**src/rtl/rgs_rng_pkg.sv**
```systemverilog
// Shared types and defaults for the RNG health monitor: symbol width,
// window/cutoff defaults and the monitor state encoding.
package rgs_rng_pkg;

  localparam int SYM_W          = 2;
  localparam int WINDOW_DEF     = 64;
  localparam int APT_CUTOFF_DEF = 40;
  localparam int RCT_CUTOFF_DEF = 12;

  typedef enum logic [1:0] {
    STARTUP = 2'd0,
    RUN     = 2'd1,
    FAIL    = 2'd2
  } state_e;

endpackage

```
**src/rtl/rgs_rng_health_monitor_if.sv**
```systemverilog
// Symbol stream in, forwarded stream and health status out.
interface rgs_rng_health_monitor_if;
  import rgs_rng_pkg::*;

  logic             i_en;
  logic             i_valid;
  logic [SYM_W-1:0] i_r;
  logic             i_clear;
  logic             o_valid;
  logic [SYM_W-1:0] o_r;
  logic             o_healthy;
  logic             o_rct_fail;
  logic             o_apt_fail;

  modport master (
    output i_en, i_valid, i_r, i_clear,
    input  o_valid, o_r, o_healthy, o_rct_fail, o_apt_fail
  );

  modport slave (
    input  i_en, i_valid, i_r, i_clear,
    output o_valid, o_r, o_healthy, o_rct_fail, o_apt_fail
  );

endinterface

```
**src/rtl/rgs_sat_counter.sv**
```systemverilog
// Saturating up-counter with sync clear, load-to-1 and a flag that fires
// when the value about to be stored equals CUTOFF.
module rgs_sat_counter #(
  parameter int W      = 8,
  parameter int CUTOFF = 12
) (
  input  logic i_clk,
  input  logic i_rst_n,
  input  logic clr_i,
  input  logic en_i,
  input  logic load_i,
  output logic hit_o
);

  localparam logic [W-1:0] CUT = W'(CUTOFF);

  logic [W-1:0] cnt_q;
  logic [W-1:0] cnt_d;

  always_comb begin
    cnt_d = cnt_q;
    if (clr_i) begin
      cnt_d = '0;
    end else if (en_i) begin
      if (load_i) begin
        cnt_d = W'(1);
      end else if (cnt_q != CUT) begin
        cnt_d = cnt_q + W'(1);
      end
    end
  end

  assign hit_o = en_i & ~clr_i & (cnt_d == CUT);

  always_ff @(posedge i_clk or negedge i_rst_n) begin
    if (!i_rst_n) begin
      cnt_q <= '0;
    end else begin
      cnt_q <= cnt_d;
    end
  end

endmodule

```
**src/rtl/rgs_rng_health_monitor.sv**
```systemverilog
// Continuous RCT/APT health monitor on a random symbol stream; forwards
// symbols only after a clean startup window, latches failures until cleared.
module rgs_rng_health_monitor
  import rgs_rng_pkg::*;
#(
  parameter int WINDOW     = WINDOW_DEF,
  parameter int APT_CUTOFF = APT_CUTOFF_DEF,
  parameter int RCT_CUTOFF = RCT_CUTOFF_DEF
) (
  input  logic                     i_clk,
  input  logic                     i_rst_n,
  rgs_rng_health_monitor_if.slave  bus
);

  localparam int WIN_W = $clog2(WINDOW);
  localparam int RUN_W = $clog2(RCT_CUTOFF + 1);
  localparam int MAT_W = $clog2(APT_CUTOFF + 1);
  localparam logic [WIN_W-1:0] WIN_LAST = WIN_W'(WINDOW - 1);

  state_e           state_q;
  logic [WIN_W-1:0] win_cnt_q;
  logic [SYM_W-1:0] last_q;
  logic [SYM_W-1:0] ref_q;
  logic [SYM_W-1:0] r_q;
  logic             valid_q;
  logic             healthy_q;
  logic             rct_fail_q;
  logic             apt_fail_q;

  logic acc;
  logic clr;
  logic win_first;
  logic win_wrap;
  logic rct_hit;
  logic apt_hit;
  logic fail_any;

  assign clr       = bus.i_clear;
  assign acc       = bus.i_en & bus.i_valid & ~bus.i_clear & (state_q != FAIL);
  assign win_first = (win_cnt_q == '0);
  assign win_wrap  = acc & (win_cnt_q == WIN_LAST);
  assign fail_any  = rct_hit | apt_hit;

  // A zero run increments to 1, so only a symbol change needs an explicit load.
  rgs_sat_counter #(
    .W      (RUN_W),
    .CUTOFF (RCT_CUTOFF)
  ) u_run (
    .i_clk   (i_clk),
    .i_rst_n (i_rst_n),
    .clr_i   (clr),
    .en_i    (acc),
    .load_i  (bus.i_r != last_q),
    .hit_o   (rct_hit)
  );

  rgs_sat_counter #(
    .W      (MAT_W),
    .CUTOFF (APT_CUTOFF)
  ) u_match (
    .i_clk   (i_clk),
    .i_rst_n (i_rst_n),
    .clr_i   (clr),
    .en_i    (acc & (win_first | (bus.i_r == ref_q))),
    .load_i  (win_first),
    .hit_o   (apt_hit)
  );

  always_ff @(posedge i_clk or negedge i_rst_n) begin
    if (!i_rst_n) begin
      state_q    <= STARTUP;
      win_cnt_q  <= '0;
      last_q     <= '0;
      ref_q      <= '0;
      r_q        <= '0;
      valid_q    <= 1'b0;
      healthy_q  <= 1'b0;
      rct_fail_q <= 1'b0;
      apt_fail_q <= 1'b0;
    end else begin
      valid_q <= 1'b0;
      if (clr) begin
        // last_q deliberately survives a clear; run restarts at 0 anyway.
        state_q    <= STARTUP;
        win_cnt_q  <= '0;
        ref_q      <= '0;
        healthy_q  <= 1'b0;
        rct_fail_q <= 1'b0;
        apt_fail_q <= 1'b0;
      end else if (acc) begin
        last_q    <= bus.i_r;
        win_cnt_q <= win_wrap ? '0 : win_cnt_q + WIN_W'(1);
        if (win_first) ref_q <= bus.i_r;
        if (rct_hit) rct_fail_q <= 1'b1;
        if (apt_hit) apt_fail_q <= 1'b1;
        case (state_q)
          STARTUP: begin
            if (fail_any) begin
              state_q <= FAIL;
            end else if (win_wrap) begin
              state_q   <= RUN;
              healthy_q <= 1'b1;
            end
          end
          RUN: begin
            if (fail_any) begin
              state_q   <= FAIL;
              healthy_q <= 1'b0;
            end else begin
              valid_q <= 1'b1;
              r_q     <= bus.i_r;
            end
          end
          default: begin
            state_q <= FAIL;
          end
        endcase
      end
    end
  end

  assign bus.o_valid    = valid_q;
  assign bus.o_r        = r_q;
  assign bus.o_healthy  = healthy_q;
  assign bus.o_rct_fail = rct_fail_q;
  assign bus.o_apt_fail = apt_fail_q;

endmodule
```
**src/flat_wrapper.sv**
```systemverilog
// flat-port wrapper written by rule: the top's interface ports become plain ports
module rgs_rng_health_monitor_flat import rgs_rng_pkg::*;
#(
  parameter int WINDOW     = WINDOW_DEF,
  parameter int APT_CUTOFF = APT_CUTOFF_DEF,
  parameter int RCT_CUTOFF = RCT_CUTOFF_DEF
)
  (i_clk, i_rst_n, bus_i_en, bus_i_valid, bus_i_r, bus_i_clear, bus_o_valid, bus_o_r, bus_o_healthy, bus_o_rct_fail, bus_o_apt_fail);
  rgs_rng_health_monitor_if bus_i ();
  input  logic i_clk;
  input  logic i_rst_n;
  input wire logic [$bits(bus_i.i_en)-1:0] bus_i_en;
  input wire logic [$bits(bus_i.i_valid)-1:0] bus_i_valid;
  input wire logic [$bits(bus_i.i_r)-1:0] bus_i_r;
  input wire logic [$bits(bus_i.i_clear)-1:0] bus_i_clear;
  output wire logic [$bits(bus_i.o_valid)-1:0] bus_o_valid;
  output wire logic [$bits(bus_i.o_r)-1:0] bus_o_r;
  output wire logic [$bits(bus_i.o_healthy)-1:0] bus_o_healthy;
  output wire logic [$bits(bus_i.o_rct_fail)-1:0] bus_o_rct_fail;
  output wire logic [$bits(bus_i.o_apt_fail)-1:0] bus_o_apt_fail;
  assign bus_i.i_en = bus_i_en;
  assign bus_i.i_valid = bus_i_valid;
  assign bus_i.i_r = bus_i_r;
  assign bus_i.i_clear = bus_i_clear;
  assign bus_o_valid = bus_i.o_valid;
  assign bus_o_r = bus_i.o_r;
  assign bus_o_healthy = bus_i.o_healthy;
  assign bus_o_rct_fail = bus_i.o_rct_fail;
  assign bus_o_apt_fail = bus_i.o_apt_fail;
  rgs_rng_health_monitor #(.WINDOW(WINDOW), .APT_CUTOFF(APT_CUTOFF), .RCT_CUTOFF(RCT_CUTOFF)) u_core (.i_clk(i_clk), .i_rst_n(i_rst_n), .bus(bus_i));
endmodule
```
**config.mk**
```make
export PLATFORM = sky130hd
export DESIGN_NAME = rgs_rng_health_monitor_flat
export DESIGN_NICKNAME = d
export VERILOG_FILES = /design/src/rtl/rgs_rng_pkg.sv /design/src/rtl/rgs_rng_health_monitor_if.sv /design/src/rtl/rgs_sat_counter.sv /design/src/rtl/rgs_rng_health_monitor.sv /design/src/flat_wrapper.sv
export SDC_FILE = /design/constraint.sdc
export NUM_CORES = 1
export LEC_CHECK = 0
export ABC_AREA = 1
export CORE_UTILIZATION = 50
export CTS_BUF_LIST = sky130_fd_sc_hd__clkbuf_16
export DETAILED_ROUTE_END_ITERATION = 7
export HOLD_SLACK_MARGIN = 0.06
export PLACE_DENSITY = 0.66
export SLEW_MARGIN = 30
export SYNTH_ARGS = -nofsm -noshare
export SYNTH_HDL_FRONTEND = slang
export SYNTH_SLANG_ARGS = --single-unit
```
**constraint.sdc**
```tcl
create_clock -name i_clk -period 4 [get_ports i_clk]
set_input_delay 0.8 -clock i_clk [delete_from_list [all_inputs] [get_ports i_clk]]
set_output_delay 0.8 -clock i_clk [all_outputs]
set_load 0.02 [all_outputs]
```
==> results.json, run 1 <==
{
  "status": "finished clean",
  "synth_edf_count": 0,
  "clkTransAtPathRegs_ns": 0.07,
  "worstReg2RegStart": "u_core.win_cnt_q[0]$_DFFE_PN0P_",
  "root_buffer": "clkbuf_16",
  "synth_cells": 226,
  "ys_ff_latch": 28,
  "drcViolationCount": 0,
  "post_dp_cell_area_um2": 1930,
  "r2r_setup_slack_ns": 1.87,
  "critical_path_class": "in -> reg",
  "dieArea_um2": 3750,
  "clockPowerShare_pct": 28.1,
  "cts_resized": 0,
  "clock_path_buffers": 2,
  "synth_nets": 239,
  "startpoint_type": "input pin",
  "grt_pass1_wl_um": 5540,
  "synth_common_cells": "58 x nand2_1, 30 x inv_1, 28 x dfrtp_1, 23 x nor2_1, 17 x nand3_1",
  "clk_latency_ns": 0.26,
  "hold_end": "u_core.bus.o_healthy$_DFFE_PN0P_",
  "maxCapViolations": 0,
  "r2r_end": "u_core.bus.o_r[1]$_DFFE_PN0P_",
  "hp-class": "reg -> reg",
  "n_antenna_cell": 0,
  "fin_crit_ns": 2.73,
  "synthXorXnorAreaFrac_pct": 3.49,
  "grt_pass1_vias": 1313,
  "ant_nets": 0,
  "gp_congestion": 0.833,
  "vias_per_cell": 4.86,
  "synth_top_family_by_area": "simple AND/OR/NAND/NOR gates",
  "cts_sinks": 28,
  "numCtsBuffers": 3,
  "cts-htree-levels": 1,
  "yosysMostFrequentCell": "nand2_1",
  "grtUsageTotal_pct": 19.5,
  "cts_hold_buffers": 0,
  "power.switching_w": 0.000241,
  "core_um2": 3360,
  "combPwrFrac_pct": 27.1,
  "power_w": 0.000772,
  "wl_per_cell_um": 11.5,
  "syn_area_um2": 1760,
  "dp.cells": 283,
  "vias": 1391,
  "syn_area_per_cell_um2": 7.77,
  "start_util_pct": 52.2,
  "synth-seq-area-share_pct": 39.9,
  "design_area_um2": 2010,
  "r2r_cells": 13,
  "p_int_w": 0.000531,
  "synth_top_area_share_pct": 39.9,
  "ir_drop_mv": 0.231,
  "synth_cell_types": 30,
  "finalCritPeriodShare_pct": 68.3,
  "synth_flop_cell": "dfrtp_1",
  "drive_gt1_share_pct": 12.1,
  "num_io_pins": 13,
  "yosysWarningCount": 0,
  "critPathArrivalTime_ns": 2.86,
  "holdPathStages": 2,
  "slew-limit-headroom_pct": 65.9,
  "fin_skew_ns": 0.00568,
  "finalNonFillerCells": 286,
  "power_density_nw_per_um2": 384,
  "end_kind": "flop",
  "portBuffers": 12,
  "synth_fa_ha_area_share_pct": 4.27,
  "tightestPinTransition_ns": 0.511,
  "die_w_um": 61.3,
  "synth-simple-area-share_pct": 36.1,
  "hpwl_um": 2630,
  "cts_tree": "yes",
  "hold_viol": 0,
  "die_y_um": 61.3,
  "ys_top_cells_by_area": "dfrtp_1 40%, nand2_1 12%, inv_1 6.4%",
  "setup_viol": 0,
  "rsz0062_at_grt": "false",
  "synth-async-reset-ratio_pct": 100,
  "drt_iter0_drc": 31,
  "p_leak_nw": 0.981,
  "switching_share_pct": 31.2,
  "finalSetupTns_ns": 0,
  "synthMuxAreaShare_pct": 0,
  "overflow": 0,
  "fill_cells": 322,
  "fmax_mhz": 366,
  "hold_start": "u_core.bus.o_healthy$_DFFE_PN0P_",
  "pwr-share-seq_pct": 44.8,
  "area_delta_synth_final_pct": 14.3,
  "antenna_found_initial": 0,
  "fp-row-count": 21,
  "final_nets": 255,
  "drt_wl_total_um": 3290,
  "first_pass_iters": 4,
  "synth-compound-area-share_pct": 7.98,
  "required_ns": 4.13,
  "slew_violations": 0,
  "post_cts_buffers": 0,
  "yosysTopAreaCell": "dfrtp_1",
  "grt_max_degree": 29,
  "worstPathMaxFanout": 15
}
[through the flow]
stage | setup slack, ns | hold slack, ns | utilization, %
after CTS | 1.25 | 0.490 | 59.7
after floorplan | 1.89 | 0.474 | -
final | 1.27 | 0.482 | 59.7
after global routing | 1.04 | 0.500 | 59.7
after global placement | 1.07 | 0.467 | 57.5
after detailed placement | 0.987 | 0.474 | 57.5
[per-layer routing]
metal | vias to the layer above | GRT usage [%] | part of all wire [%] | routed length [µm]
met4 | 0 | 4.55 | 0.73 | 24
met2 | 5 | 34.8 | 49 | 1610
met5 | - | 0 | 0 | 0
met3 | 2 | 2.10 | 1.2 | 41
met1 | 640 | 25.4 | 49 | 1610
li1 | 744 | - | - | -
[layout by cell type (no fill, tap or decap), types with 3 or more instances in the layout]
cell	synthesis	routed
a21oi_1	3	3
clkbuf_16	0	3
clkdlybuf4s50_1	0	12
dfrtp_1	28	28
ha_1	6	6
inv_1	30	30
inv_2	4	4
nand2_1	58	58
nand2_2	6	6
nand3_1	17	17
nand3_4	3	3
nand4_1	4	4
nor2_1	23	23
nor2_4	3	3
nor3_1	3	3
o21ai_0	11	11
o21ai_1	3	3
xor2_1	6	6
[worst max-delay path by stage]
| stage | startpoint | endpoint | depth (start not counted) |
|---|---|---|---|
| 6_report | bus_i_clear | u_core.bus.o_r[1]$_DFFE_PN0P_ | 13 |
| 3_3_place_gp | bus_i_clear | u_core.bus.o_r[1]$_DFFE_PN0P_ | 13 |
| 4_1_cts | bus_i_clear | u_core.bus.o_r[1]$_DFFE_PN0P_ | 13 |
| 3_5_place_dp | bus_i_clear | u_core.bus.o_healthy$_DFFE_PN0P_ | 13 |
| 2_1_floorplan | bus_i_en | u_core.bus.o_healthy$_DFFE_PN0P_ | 15 |
| 5_1_grt | bus_i_clear | u_core.state_q[1]$_DFFE_PN0P_ | 13 |
[flip-flops by register name, indices dropped and copies added, names as in the netlist, 2 cells and up]
| register | cells |
|---|---|
| u_core.u_match.cnt_q | 6 |
| u_core.u_run.cnt_q | 4 |
| u_core.ref_q | 2 |
| u_core.last_q | 2 |
| u_core.state_q | 2 |
| u_core.bus.o_r | 2 |
| u_core.win_cnt_q | 6 |
[logic make-up after synthesis]
logic type | count (synthesis)
adders and majority gates | 6
buffers and inverters | 37
xor gates and xnor gates | 7
and+or+nand+nor | 125
DFF | 28
AOI/OAI and AO/OA | 23
[worst max-delay path, cell delays in order]
cell and delay (ns):
clkdlybuf4s50_1 0.54, inv_1 0.45, nand2_4 0.14, nand2_2 0.11, nand2_1 0.06, inv_2 0.05, nand2_2 0.05, nand2_1 0.07
nor2_2 0.05, nand3_4 0.09, nand3_4 0.12, o21ai_0 0.23, nand2_1 0.08
[power by group through the flow]
stage,sequential [W],clock [W],combinational (W)
2_1_floorplan,0.000364,0,0.000123
3_3_place_gp,0.000352,0,0.000209
3_5_place_dp,0.000351,0,0.000210
4_1_cts,0.000346,0.000221,0.000212
5_1_grt,0.000349,0.000230,0.000238
6_report,0.000346,0.000217,0.000209
[cell type report]
type                    count  area (µm²)  area share, %
multi-input cells         161         911           45.4
flip-flops and latches     28         701           34.9
inverters                  35         136           6.79
repair buffers             13         128           6.36
clock buffers               3        75.1           3.74
well taps                  46        57.6           2.87
No activity file was read; power rests on OpenSTA's default activity.
==> run 2, diff against run 1 <==
==> constraint.sdc (replaced) <==
create_clock -name i_clk -period 2.85 [get_ports i_clk]
set_input_delay 0.57 -clock i_clk [delete_from_list [all_inputs] [get_ports i_clk]]
set_output_delay 0.57 -clock i_clk [all_outputs]
set_load 0.02 [all_outputs]
==> run 2 against run 1 <==
Effect of this change: clock skew down 0.0043 ns; worst hold slack got worse by 0.0081 ns; global-route usage increased by 0.39 points; largest power group unchanged; highest routed layer unchanged.
==> results.json, run 2 (synthesis results as in run 1) <==
{
  "layout_commonest_cell": "nand2_1",
  "fin_util_pct": 59.9,
  "startpoint_type": "input pin",
  "drt_wl_total_um": 3290,
  "setup_slack_ns": 0.474,
  "die_y_um": 61.3,
  "cp_common_cell": "nand2_1",
  "rsz0062_at_grt": "false",
  "num_io_pins": 13,
  "worstPathMaxFanout": 18,
  "p_leak_nw": 0.985,
  "r2r_setup_slack_ns": 0.84,
  "grtUsageTotal_pct": 19.9,
  "setup_viol": 0,
  "slowest_stage": "clkdlybuf4s50_1",
  "r2r_cells": 13,
  "end_kind": "flop",
  "hold_viol": 0,
  "worstPathCellList": "clkdlybuf4s50_1 > nor2_4 > nand2_8 > inv_6 > nand3_2 > inv_2 > nand2_1 > nand3_1 > nand2_1 > nand3_4 > nand3_4 > o21ai_0 > nand2_1",
  "status": "finished clean",
  "whs_ns": 0.474,
  "vias_per_cell": 5.01,
  "ant_nets": 0,
  "pre_cts_slack_ns": 0.188,
  "cts_tree": "yes",
  "tightestPinTransition_ns": 0.344,
  "grt_pass1_wl_um": 5420,
  "post_cts_buffers": 0,
  "slew-limit-headroom_pct": 77.1,
  "core_um2": 3360,
  "fin_crit_ns": 2.38,
  "fmax_mhz": 421,
  "reg.largest.list": "u_core.u_match.cnt_q (6), u_core.win_cnt_q (6), u_core.u_run.cnt_q (4)",
  "grt_pass1_vias": 1313,
  "vias": 1438,
  "hold_start": "u_core.bus.o_healthy$_DFFE_PN0P_",
  "power_density_nw_per_um2": 538,
  "finalCritPeriodShare_pct": 83.4,
  "cts-htree-levels": 1,
  "hpwl_um": 2600,
  "hold_end": "u_core.bus.o_healthy$_DFFE_PN0P_",
  "fin_skew_ns": 0.00134,
  "clkTransAtPathRegs_ns": 0.06,
  "clk_latency_ns": 0.26,
  "die_w_um": 61.3,
  "root_buffer": "clkbuf_16",
  "portBuffers": 12,
  "n_antenna_cell": 0,
  "final_nets": 256,
  "r2r_end": "u_core.bus.o_r[1]$_DFFE_PN0P_",
  "grt_max_degree": 29,
  "maxCapViolations": 0,
  "crit_family": "simple AND/OR/NAND/NOR gates",
  "drive_gt1_share_pct": 12.4,
  "critPathArrivalTime_ns": 2.52,
  "overflow": 0,
  "area_delta_synth_final_pct": 14.7,
  "start_util_pct": 52.2,
  "numCtsBuffers": 3,
  "cts_sinks": 28,
  "dieArea_um2": 3750,
  "hp-class": "reg -> reg",
  "worstReg2RegStart": "u_core.win_cnt_q[0]$_DFFE_PN0P_",
  "first_pass_iters": 4,
  "cts_hold_buffers": 0,
  "fp-row-count": 21,
  "clock_path_buffers": 2,
  "cts_resized": 0,
  "antenna_found_initial": 0,
  "slew_violations": 0,
  "slowest_delay_ns": 0.56,
  "required_ns": 3.00,
  "cp_num_buf_inv": 3,
  "holdPathStages": 2,
  "layout_common_cells": "58 x nand2_1, 30 x inv_1, 28 x dfrtp_1",
  "ir_drop_mv": 0.299,
  "gp_congestion": 0.888,
  "drt_iter0_drc": 66,
  "wl_per_cell_um": 11.5,
  "critical_path_class": "in -> reg",
  "drcViolationCount": 0,
  "finalSetupTns_ns": 0
}
==> run 2: worst min-delay path, delay by kind of cell, from the launching register on <==
kind	cells	cell delay, ns
flops	1	0.34
simple gates	2	0.10
==> run 2: worst max path at each step <==
stage / slack, ns / from / end / depth (start not counted)
floorplan: 0.97 / bus_i_en / u_core.bus.o_healthy$_DFFE_PN0P_ / 15
global placement: 0.21 / bus_i_clear / u_core.bus.o_r[1]$_DFFE_PN0P_ / 13
detailed placement: 0.19 / bus_i_clear / u_core.bus.o_r[1]$_DFFE_PN0P_ / 13
CTS: 0.46 / bus_i_clear / u_core.bus.o_r[1]$_DFFE_PN0P_ / 13
global route: 0.27 / bus_i_clear / u_core.bus.o_r[1]$_DFFE_PN0P_ / 13
finish: 0.47 / bus_i_clear / u_core.bus.o_r[1]$_DFFE_PN0P_ / 13
==> run 2: routing by layer <==
layer | global-route usage (%) | routed length, µm | up-vias
li1 | - | - | 743
met1 | 25.4 | 1580 | 666
met2 | 32.5 | 1540 | 20
met3 | 3.36 | 76 | 9
met4 | 10.4 | 97 | 0
met5 | 0 | 0 | -
==> run 2: through the flow <==
stage	total power [W]	std cells	cell area, µm²
global route	0.00115	287	2020
global placement	0.000785	284	1940
floorplan	0.000683	226	1760
CTS	0.00109	287	2020
finish	0.00108	287	2020
detailed placement	0.000784	284	1940
==> run 2: power by group <==
part	switching (W)	internal [W]	total, W
sequential	0.0000394	0.000446	0.000485
combinational	0.000176	0.000115	0.000291
clock	0.000121	0.000186	0.000307
total	0.000337	0.000746	0.00108
==> run 2: area by class of cell <==
class | count | area, µm²
well taps | 46 | 57.6
repair buffers | 14 | 135
fillers | 315 | 1350
multi-input cells | 161 | 911
flip-flops and latches | 28 | 701
inverters | 35 | 136
clock buffers | 3 | 75.1
